**src/rtl/serial_link_credit_rx_queue.sv**
```systemverilog
// Receive side of a credit-based serial link: every packet's credits are
// forwarded one cycle later, payload packets are buffered in a circular queue.
module serial_link_credit_rx_queue #(
    parameter int DataWidth   = 32,
    parameter int CreditWidth = 8,
    parameter int NumCredits  = 8
) (
    input  logic                            clk_i,
    input  logic                            rst_i,
    input  logic                            rx_valid_i,
    input  logic [DataWidth-1:0]            rx_data_i,
    input  logic [CreditWidth-1:0]          rx_credits_i,
    input  logic                            rx_credits_only_i,
    output logic                            receive_cred_o,
    output logic [CreditWidth-1:0]          credits_received_o,
    output logic                            out_valid_o,
    output logic [DataWidth-1:0]            out_data_o,
    input  logic                            out_ready_i,
    output logic [$clog2(NumCredits+1)-1:0] usage_o,
    output logic                            overflow_o
);

    localparam int PtrWidth   = (NumCredits > 1) ? $clog2(NumCredits) : 1;
    localparam int UsageWidth = $clog2(NumCredits + 1);

    logic [DataWidth-1:0]  mem [NumCredits];
    logic [PtrWidth-1:0]   wr_ptr;
    logic [PtrWidth-1:0]   rd_ptr;
    logic [PtrWidth-1:0]   wr_ptr_next;
    logic [PtrWidth-1:0]   rd_ptr_next;
    logic [UsageWidth-1:0] usage;
    logic                  push;
    logic                  pop;
    logic                  full;
    logic                  accept;

    // out_valid_o/out_ready_i: a head entry transfers on a rising edge where
    // both are high; valid never depends on ready, and the head holds until taken.
    assign push   = rx_valid_i & ~rx_credits_only_i;
    assign pop    = out_valid_o & out_ready_i;
    assign full   = (usage == UsageWidth'(NumCredits));
    // A pop in the same cycle frees the slot, so a full queue can still accept.
    assign accept = push & (~full | pop);

    assign wr_ptr_next = (wr_ptr == PtrWidth'(NumCredits - 1)) ? '0 : wr_ptr + 1'b1;
    assign rd_ptr_next = (rd_ptr == PtrWidth'(NumCredits - 1)) ? '0 : rd_ptr + 1'b1;

    assign out_valid_o = (usage != '0);
    assign out_data_o  = mem[rd_ptr];
    assign usage_o     = usage;

    always_ff @(posedge clk_i) begin
        if (rst_i) begin
            wr_ptr             <= '0;
            rd_ptr             <= '0;
            usage              <= '0;
            overflow_o         <= 1'b0;
            receive_cred_o     <= 1'b0;
            credits_received_o <= '0;
        end else begin
            receive_cred_o     <= rx_valid_i;
            credits_received_o <= rx_valid_i ? rx_credits_i : '0;
            if (accept) begin
                wr_ptr <= wr_ptr_next;
            end
            if (pop) begin
                rd_ptr <= rd_ptr_next;
            end
            case ({accept, pop})
                2'b10:   usage <= usage + 1'b1;
                2'b01:   usage <= usage - 1'b1;
                default: usage <= usage;
            endcase
            if (push & full & ~pop) begin
                overflow_o <= 1'b1;
            end
        end
    end

    // Storage is deliberately left unreset; only entries below usage are observable.
    always_ff @(posedge clk_i) begin
        if (accept) begin
            mem[wr_ptr] <= rx_data_i;
        end
    end

endmodule

```
**config.mk**
```make
export PLATFORM = sky130hd
export DESIGN_NAME = serial_link_credit_rx_queue
export DESIGN_NICKNAME = d
export VERILOG_FILES = /design/src/rtl/serial_link_credit_rx_queue.sv
export SDC_FILE = /design/constraint.sdc
export NUM_CORES = 1
export LEC_CHECK = 0
export BUFFER_PORTS_ARGS = -buffer_cell sky130_fd_sc_hd__buf_4
export CAP_MARGIN = 20
export CORE_ASPECT_RATIO = 1.1
export CORE_MARGIN = 4
export CORE_UTILIZATION = 30
export CTS_BUF_LIST = sky130_fd_sc_hd__clkbuf_16
export DETAILED_ROUTE_END_ITERATION = 10
export GPL_TIMING_DRIVEN = 1
export HOLD_SLACK_MARGIN = 0.12
export PLACE_DENSITY = 0.49
export SYNTH_ARGS = -nofsm -noshare
export SYNTH_HDL_FRONTEND = slang
export SYNTH_SLANG_ARGS = --single-unit
```
**constraint.sdc**
```tcl
create_clock -name clk_i -period 5.31 [get_ports clk_i]
set_input_delay 0.531 -clock clk_i [delete_from_list [all_inputs] [get_ports clk_i]]
set_output_delay 0.531 -clock clk_i [all_outputs]
set_load 0.02 [all_outputs]
```
Word-level counts from Yosys, hierarchy flattened
Memory sizes are Yosys's and may differ from the RTL's. A register that Yosys moved wholly into a read port is not among the register bits.
Index checks and enable logic that the tools add are counted.
- logic and storage cells: 36
- input bits: 45
- RAM bits: 256
- latch bits: 0
- ROM bits: 0
- memories: 1
- register bits: 20
- memories (memory ; depth ; bits a word ; rd ports ; clocked after Yosys merged registers in ; write ports ; line ; text):
    mem ; 8 ; 32 ; 1 ; 1 ; 1 ; 26 ; logic [DataWidth-1:0] mem [NumCredits];
- $add $sub $neg: 4
- div/mod/pow operators: 0
- reduce and logical (&&, ||, !) cells: 3
- eq/ne operators: 5
- mux-type cells: 7
- multipliers: 0
- order comparisons: 0
- shifts and indexed selects: 0
- bitwise operators: 10
- operators with widths (kind ; count):
    $mux 3 ; 4
    $pmux 4 s2 ; 1
    $add 3x1->3 const B ; 2
    $eq 3x3->1 const B ; 2
    $and 1x1->1 ; 5
    $add 4x1->4 const B ; 1
    $eq 4x4->1 const B ; 1
    $not 1->1 ; 4
    $reduce_bool 4->1 ; 1
    $sub 4x1->4 const B ; 1
    $eq 2x1->1 const B ; 1
    $eq 2x2->1 const B ; 1
    $mux 1 ; 2
    $reduce_bool 2->1 ; 1
    $reduce_or 2->1 ; 1
    $or 1x1->1 ; 1

Longest topological paths before layout
Gate-level depths: netlist (run 1).
- word-level depth: 6
- depth in mapped cells: 8
- depth with buffers taken out: 7

Least setup slack after synthesis (run 1)
No wires, ideal clock.
- kind: input -> register
- from: in rx_valid_i
- to: mem mem[0][0], enable pin
- stages: 4
- setup slack: 0.785 ns
- data arrival time: 4.024 ns
- cell sequence: nor2b_1 buf_2 o21ai_2 nor4_1
- word-level cells in the longest chain between the ends: 4
- ends and longest elaborated chain (what ; line ; text):
    start: declaration ; 10 ; input logic rx_valid_i,
    $and 1x1->1 ; 39 ; assign push = rx_valid_i & ~rx_credits_only_i;
    $and 1x1->1 ; 43 ; assign accept = push & (~full | pop);
    $mux 1 ; 82 ; if (accept) begin
    $mux 1 (implied by the code) ; 83 ; mem[wr_ptr] <= rx_data_i;
    end: declaration ; 26 ;
Every way passes these cells.

==> results of run 1 <==
## sequential cells by signal (all words and copies together) (netlist names), named ones only
register / count
credits_received_o: 8
mem: 256
overflow_o: 1
rd_ptr: 3
receive_cred_o: 1
usage_o: 4
wr_ptr: 3
## power by group through the flow
stage	Clock [mW]	Sequential [mW]	Combinational, mW
2_1_floorplan	0	2.51	0.588
3_3_place_gp	0	2.57	0.812
3_5_place_dp	0	2.57	0.823
4_1_cts	1.88	2.53	0.827
5_1_grt	1.99	2.53	0.872
6_report	1.83	2.52	0.803
## worst max-delay path, cell delays in order (launching register included)
cell and delay (ns):
dfxtp_4 0.63, buf_4 0.57, mux4_2 0.62, mux2_2 0.28
buf_4 0.16
## cell usage after synthesis (all sizes together)
cell type	n
edfxtp	256
mux4	64
mux2	34
dfxtp	23
buf	12
clkbuf	12
nor2	11
and2	8
nand2	8
nor3	8
a21oi	6
ha	5
nor2b	5
nand2b	4
nand3	3
xnor2	3
a31oi	2
o21ai	2
or3	2
a211oi	1
a2bb2oi	1
and3	1
inv	1
mux2i	1
nor4	1
o211ai	1
o21a	1
o221a	1
o31a	1
o32ai	1
o41ai	1
or3b	1
or4	1
## cell type report
cell class | count | area [um^2]
Clock buffer | 29 | 726
Fill cell | 3095 | 21700
Clock inverter | 25 | 148
Sequential cell | 279 | 8160
Multi-Input combinational cell | 178 | 2400
Inverter | 1 | 3.75
Timing Repair Buffer | 104 | 833
Tap cell | 438 | 548
## cell families (layout without fill, tap and decap cells)
family                     count (synthesis)  in the layout  share of synthesized area (%)
DFF                                      279            279                           76.8
adders and majority gates                  5              5                          0.590
muxes                                     99             99                           17.3
xor gates and xnor gates                   3              3                          0.248
AOI/OAI and AO/OA                         18             18                           1.32
and+or+nand+nor                           53             53                           2.68
buffers and inverters                     25            159                           1.03
## worst paths after layout
| kind | to | slack [ns] | depth (start not counted) | startpoint |
|---|---|---|---|---|
| min reg2reg | flip-flop | 0.49 | 2 | rd_ptr[2] |
| max reg2reg | mem[5][19] | 2.94 | 4 | usage_o[1] |
| max | out_data_o[12] | 1.97 | 4 | flip-flop |
| min | credits_received_o[3] | 0.19 | 2 | rx_credits_i[3] |
## per-stage QoR
step	hold slack (ns)	instance area [um^2]	std cells	total power, mW	setup slack [ns]
after floorplan	0.454	10600	482	3.10	0.785
after global routing	0.167	12800	1054	5.39	1.72
after CTS	0.162	12800	1054	5.24	1.85
final	0.192	12800	1054	5.15	1.97
after detailed placement	0.487	11900	1000	3.39	2.41
after global placement	0.454	11900	997	3.38	2.19
## metal layers
metal  GRT usage (%)  share of wire (%)  wire, um  vias up
li1                -                  -         -     2221
met1            14.4                 43      9360     2645
met2            19.9                 51     11000      109
met3            2.49                4.7      1020       29
met4            2.77                1.6       340        2
met5               0              0.064        14        -
==> results.sh, run 1 <==
export IMPL_status="complete, no violations"
export IMPL_tns_ns=0
export IMPL_ctsHtreeMaxLevel=1
export IMPL_fin_crit_sh_pct=62.9
export IMPL_dp_hpwl_um=13100
export IMPL_p_leak_nw=4.16
export IMPL_p_seq_share_pct=48.9
export IMPL_max_slew_worst_pin_slew_ns=1.02
export IMPL_ys_ff_latch=279
export IMPL_nets=643
export IMPL_cp_required_ns=4.78
export IMPL_drtIter0Drc=306
export IMPL_syn_area_per_cell_um2=22.0
export IMPL_drc=0
export IMPL_n_antenna_cell=0
export IMPL_hp_class="primary input to flip-flop"
export IMPL_route_vias_total=5006
export IMPL_p_sw_share_pct=24.2
export IMPL_dieArea_um2=38400
export IMPL_finalSetupViolations=0
export IMPL_initial_core_util_pct=30.7
export IMPL_yosysWarnings=0
export IMPL_finalHoldViolCount=0
export IMPL_synth_area_leaders="edfxtp_1 (72%), mux4_2 (14%), dfxtp_1 (4.3%), mux2_2 (3.4%), ha_1 (0.59%)"
export IMPL_utilization_pct=37.1
export IMPL_holdBufCountCts=0
export IMPL_ys_seq_area_share_pct=76.8
export IMPL_critPathLaunchType="flip-flop"
export IMPL_io_buffers=91
export IMPL_drive_above_1_share_pct=41.9
export IMPL_ir_drop_uv=210
export IMPL_cts_resized=0
export IMPL_grt_usage_pct=11.4
export IMPL_drt_wl_total_um=21700
export IMPL_pwr_share_comb_pct=15.6
export IMPL_p_switching_mw=1.25
export IMPL_grt_pass1_wl_um=33900
export IMPL_cts_tree="done"
export IMPL_clk_latency_ns=0.54
export IMPL_cts_sinks=279
export IMPL_p_clk_share_pct=35.5
export IMPL_arrival_ns=2.81
export IMPL_rsz0062_at_grt="no"
export IMPL_cts_clk_slew_worst_paths_ns=0.06
export IMPL_fin_worst_skew_ns=0.0161
export IMPL_power_density_nw_per_um2=402
export IMPL_die_x_um=187
export IMPL_cts_root_buf="clkbuf_16"
export IMPL_synth_area_um2=10600
export IMPL_gp_congestion=0.728
export IMPL_cts_buffers=29
export IMPL_yosysUniqueCellTypes=40
export IMPL_grt_pass1_vias=5687
export IMPL_max_freq_mhz=299
export IMPL_cts_setup_buffers=0
export IMPL_antenna_found_initial=1
export IMPL_wl_per_cell_um=20.6
export IMPL_netlist_area_leader_share_pct=72.5
export IMPL_ant_nets=0
export IMPL_p_int_mw=3.91
export IMPL_grt_overflow=0
export IMPL_path_max_fanout=27
export IMPL_core_area_um2=34600
export IMPL_end_kind="output pin"
export IMPL_period_needed_ns=3.34
export IMPL_final_common_cell="edfxtp_1"
export IMPL_drv_slew=0
export IMPL_maxCapViolations=0
export IMPL_syn_nets=532
export IMPL_vias_per_cell=4.75
export IMPL_path_class="flip-flop to output pin"
export IMPL_area_delta_synth_final_pct=20.8
export IMPL_slew_headroom_pct=32.0
export IMPL_synth_cells=482
export IMPL_cts_buffer_depth=3
export IMPL_die_y_um=205
export IMPL_row_count=71
export IMPL_ios=92
export IMPL_grt_max_degree=65
export IMPL_final_cell_mix="edfxtp_1 (256), buf_4 (101), mux4_2 (64)"
export IMPL_synth_top_area_cell="edfxtp_1"
export IMPL_dr_pass1_iters=4
(Power assumes the default switching activity.)
==> run 2: changes to the inputs <==
==> constraint.sdc (replaced) <==
create_clock -name clk_i -period 3.11 [get_ports clk_i]
set_input_delay 0.311 -clock clk_i [delete_from_list [all_inputs] [get_ports clk_i]]
set_output_delay 0.311 -clock clk_i [all_outputs]
set_load 0.02 [all_outputs]
==> run 2 against run 1 <==
Effect of this change: clock-buffer cell count rose by 2; die area did not move; critical path depth did not move; largest power group unchanged.
==> results.sh, run 2 (same netlist as run 1, synthesis figures left out) <==
export IMPL_status="complete, no violations"
export IMPL_final_common_cell="edfxtp_1"
export IMPL_r2r_end="usage_o[2]"
export IMPL_final_area_um2=13400
export IMPL_drv_slew=0
export IMPL_path_cells="buf_12 > mux4_2 > mux2_2 > buf_4"
export IMPL_cts_setup_buffers=0
export IMPL_core_area_um2=34600
export IMPL_slew_headroom_pct=43.2
export IMPL_cts_resized=0
export IMPL_critical_path_depth=4
export IMPL_grt_pass1_vias=5755
export IMPL_dpl_cell_area_um2=12000
export IMPL_place_ws_ns=0.780
export IMPL_initial_core_util_pct=30.7
export IMPL_route_vias_total=5105
export IMPL_gp_congestion=0.720
export IMPL_p_int_mw=7.06
export IMPL_largest_reg_flops=256
export IMPL_grt_usage_pct=11.1
export IMPL_max_freq_mhz=367
export IMPL_wl_per_cell_um=19.2
export IMPL_cts_sinks=279
export IMPL_regMostFlops="mem"
export IMPL_row_count=71
export IMPL_cpMaxStageDelayCell="mux4_2"
export IMPL_drive_above_1_share_pct=40.5
export IMPL_final_cell_mix="edfxtp_1 (256), buf_4 (104), mux4_2 (64)"
export IMPL_ant_nets=0
export IMPL_critPathCapture="out_data_o[0]"
export IMPL_period_needed_ns=2.72
export IMPL_fin_hold_ws_ns=0.154
export IMPL_drc=0
export IMPL_finalSetupViolations=0
export IMPL_power_density_nw_per_um2=690
export IMPL_hp_class="primary input to flip-flop"
export IMPL_cts_buffers=30
export IMPL_n_antenna_cell=0
export IMPL_cts_buffer_depth=3
export IMPL_cts_tree="done"
export IMPL_maxCapViolations=0
export IMPL_ios=92
export IMPL_p_switching_mw=2.16
export IMPL_p_leak_nw=4.38
export IMPL_grt_overflow=0
export IMPL_clk_latency_ns=0.53
export IMPL_critPathLaunchType="flip-flop"
export IMPL_die_x_um=187
export IMPL_ctsHtreeMaxLevel=1
export IMPL_dieArea_um2=38400
export IMPL_area_delta_synth_final_pct=26.0
export IMPL_crit_family="multiplexers"
export IMPL_p_seq_share_pct=45.8
export IMPL_end_kind="output pin"
export IMPL_cts_clk_slew_worst_paths_ns=0.06
export IMPL_p_sw_share_pct=23.4
export IMPL_p_clk_share_pct=38.0
export IMPL_regToRegStartpoint="usage_o[1]"
export IMPL_grt_max_degree=65
export IMPL_pwr_share_comb_pct=16.2
export IMPL_dr_pass1_iters=4
export IMPL_die_y_um=205
export IMPL_ir_drop_uv=327
export IMPL_reg2reg_depth=6
export IMPL_path_max_fanout=64
export IMPL_cts_root_buf="clkbuf_16"
export IMPL_max_slew_worst_pin_slew_ns=0.849
export IMPL_nets=688
export IMPL_path_class="flip-flop to output pin"
export IMPL_fin_ws_ns=0.387
export IMPL_io_buffers=91
export IMPL_drtIter0Drc=282
export IMPL_cp_required_ns=2.80
export IMPL_fin_worst_skew_ns=0.00820
export IMPL_rsz0062_at_grt="no"
export IMPL_tns_ns=0
export IMPL_grt_pass1_wl_um=33400
export IMPL_dp_hpwl_um=12600
export IMPL_fillers=3110
export IMPL_arrival_ns=2.41
export IMPL_max_stage_delay_ns=0.60
export IMPL_rrSetupSlack_ns=0.80
export IMPL_finalHoldViolCount=0
export IMPL_antenna_found_initial=1
export IMPL_fin_crit_sh_pct=87.6
export IMPL_vias_per_cell=4.65
export IMPL_cp_buffers_inverters=2
export IMPL_drt_wl_total_um=21200
[run 2: layer usage]
| metal | up-vias | track usage, % | part of all wire [%] |
|---|---|---|---|
| li1 | 2314 | - | - |
| met1 | 2634 | 14.6 | 43 |
| met2 | 126 | 19.2 | 51 |
| met3 | 29 | 2.17 | 4.7 |
| met4 | 2 | 2.48 | 1.4 |
| met5 | - | 0 | 0.033 |
[run 2: worst min-delay path by stage]
stage                     depth (start not counted)    startpoint             end  slack [ns]
final                                             2    rx_valid_i  receive_cred_o        0.15
after global routing                              2    rx_valid_i  receive_cred_o        0.14
after CTS                                         2    rx_valid_i  receive_cred_o        0.13
after detailed placement                          2    overflow_o      overflow_o        0.47
after global placement                            2     rd_ptr[2]       flip-flop        0.47
after floorplan                                   0  rx_data_i[0]       mem[0][0]        0.41
[run 2: repair_timing]
item,CTS,global route
setup endpoints to repair,0,0
endpoints found under the hold margin,275,0
hold buffers,41,0
[run 2: power groups by stage]
stage	registers (mW)	logic, mW	clock network [mW]
after floorplan	4.29	1.01	0
after global placement	4.30	1.48	0
after detailed placement	4.31	1.49	0
after CTS	4.23	1.54	3.60
after global routing	4.24	1.62	3.80
final	4.23	1.49	3.51
[run 2: per-stage QoR]
| stage | utilization [%] | cells | total power [mW] |
|---|---|---|---|
| 4_1_cts | 38.7 | 1099 | 9.37 |
| 3_5_place_dp | 34.6 | 1003 | 5.80 |
| 5_1_grt | 38.7 | 1099 | 9.66 |
| 3_3_place_gp | 34.6 | 1003 | 5.78 |
| 2_1_floorplan | - | 482 | 5.30 |
| 6_report | 38.7 | 1099 | 9.23 |
[run 2: cell type report]
class / instances / area (um^2) / area share [%]
clock buffer: 31 / 776 / 5.80
clock inverter: 24 / 218 / 1.63
inverter: 1 / 3.75 / 0.0281
multi-input combinational: 178 / 2410 / 18.1
sequential: 279 / 8160 / 61.0
tap: 438 / 548 / 4.10
timing repair buffer: 148 / 1250 / 9.36
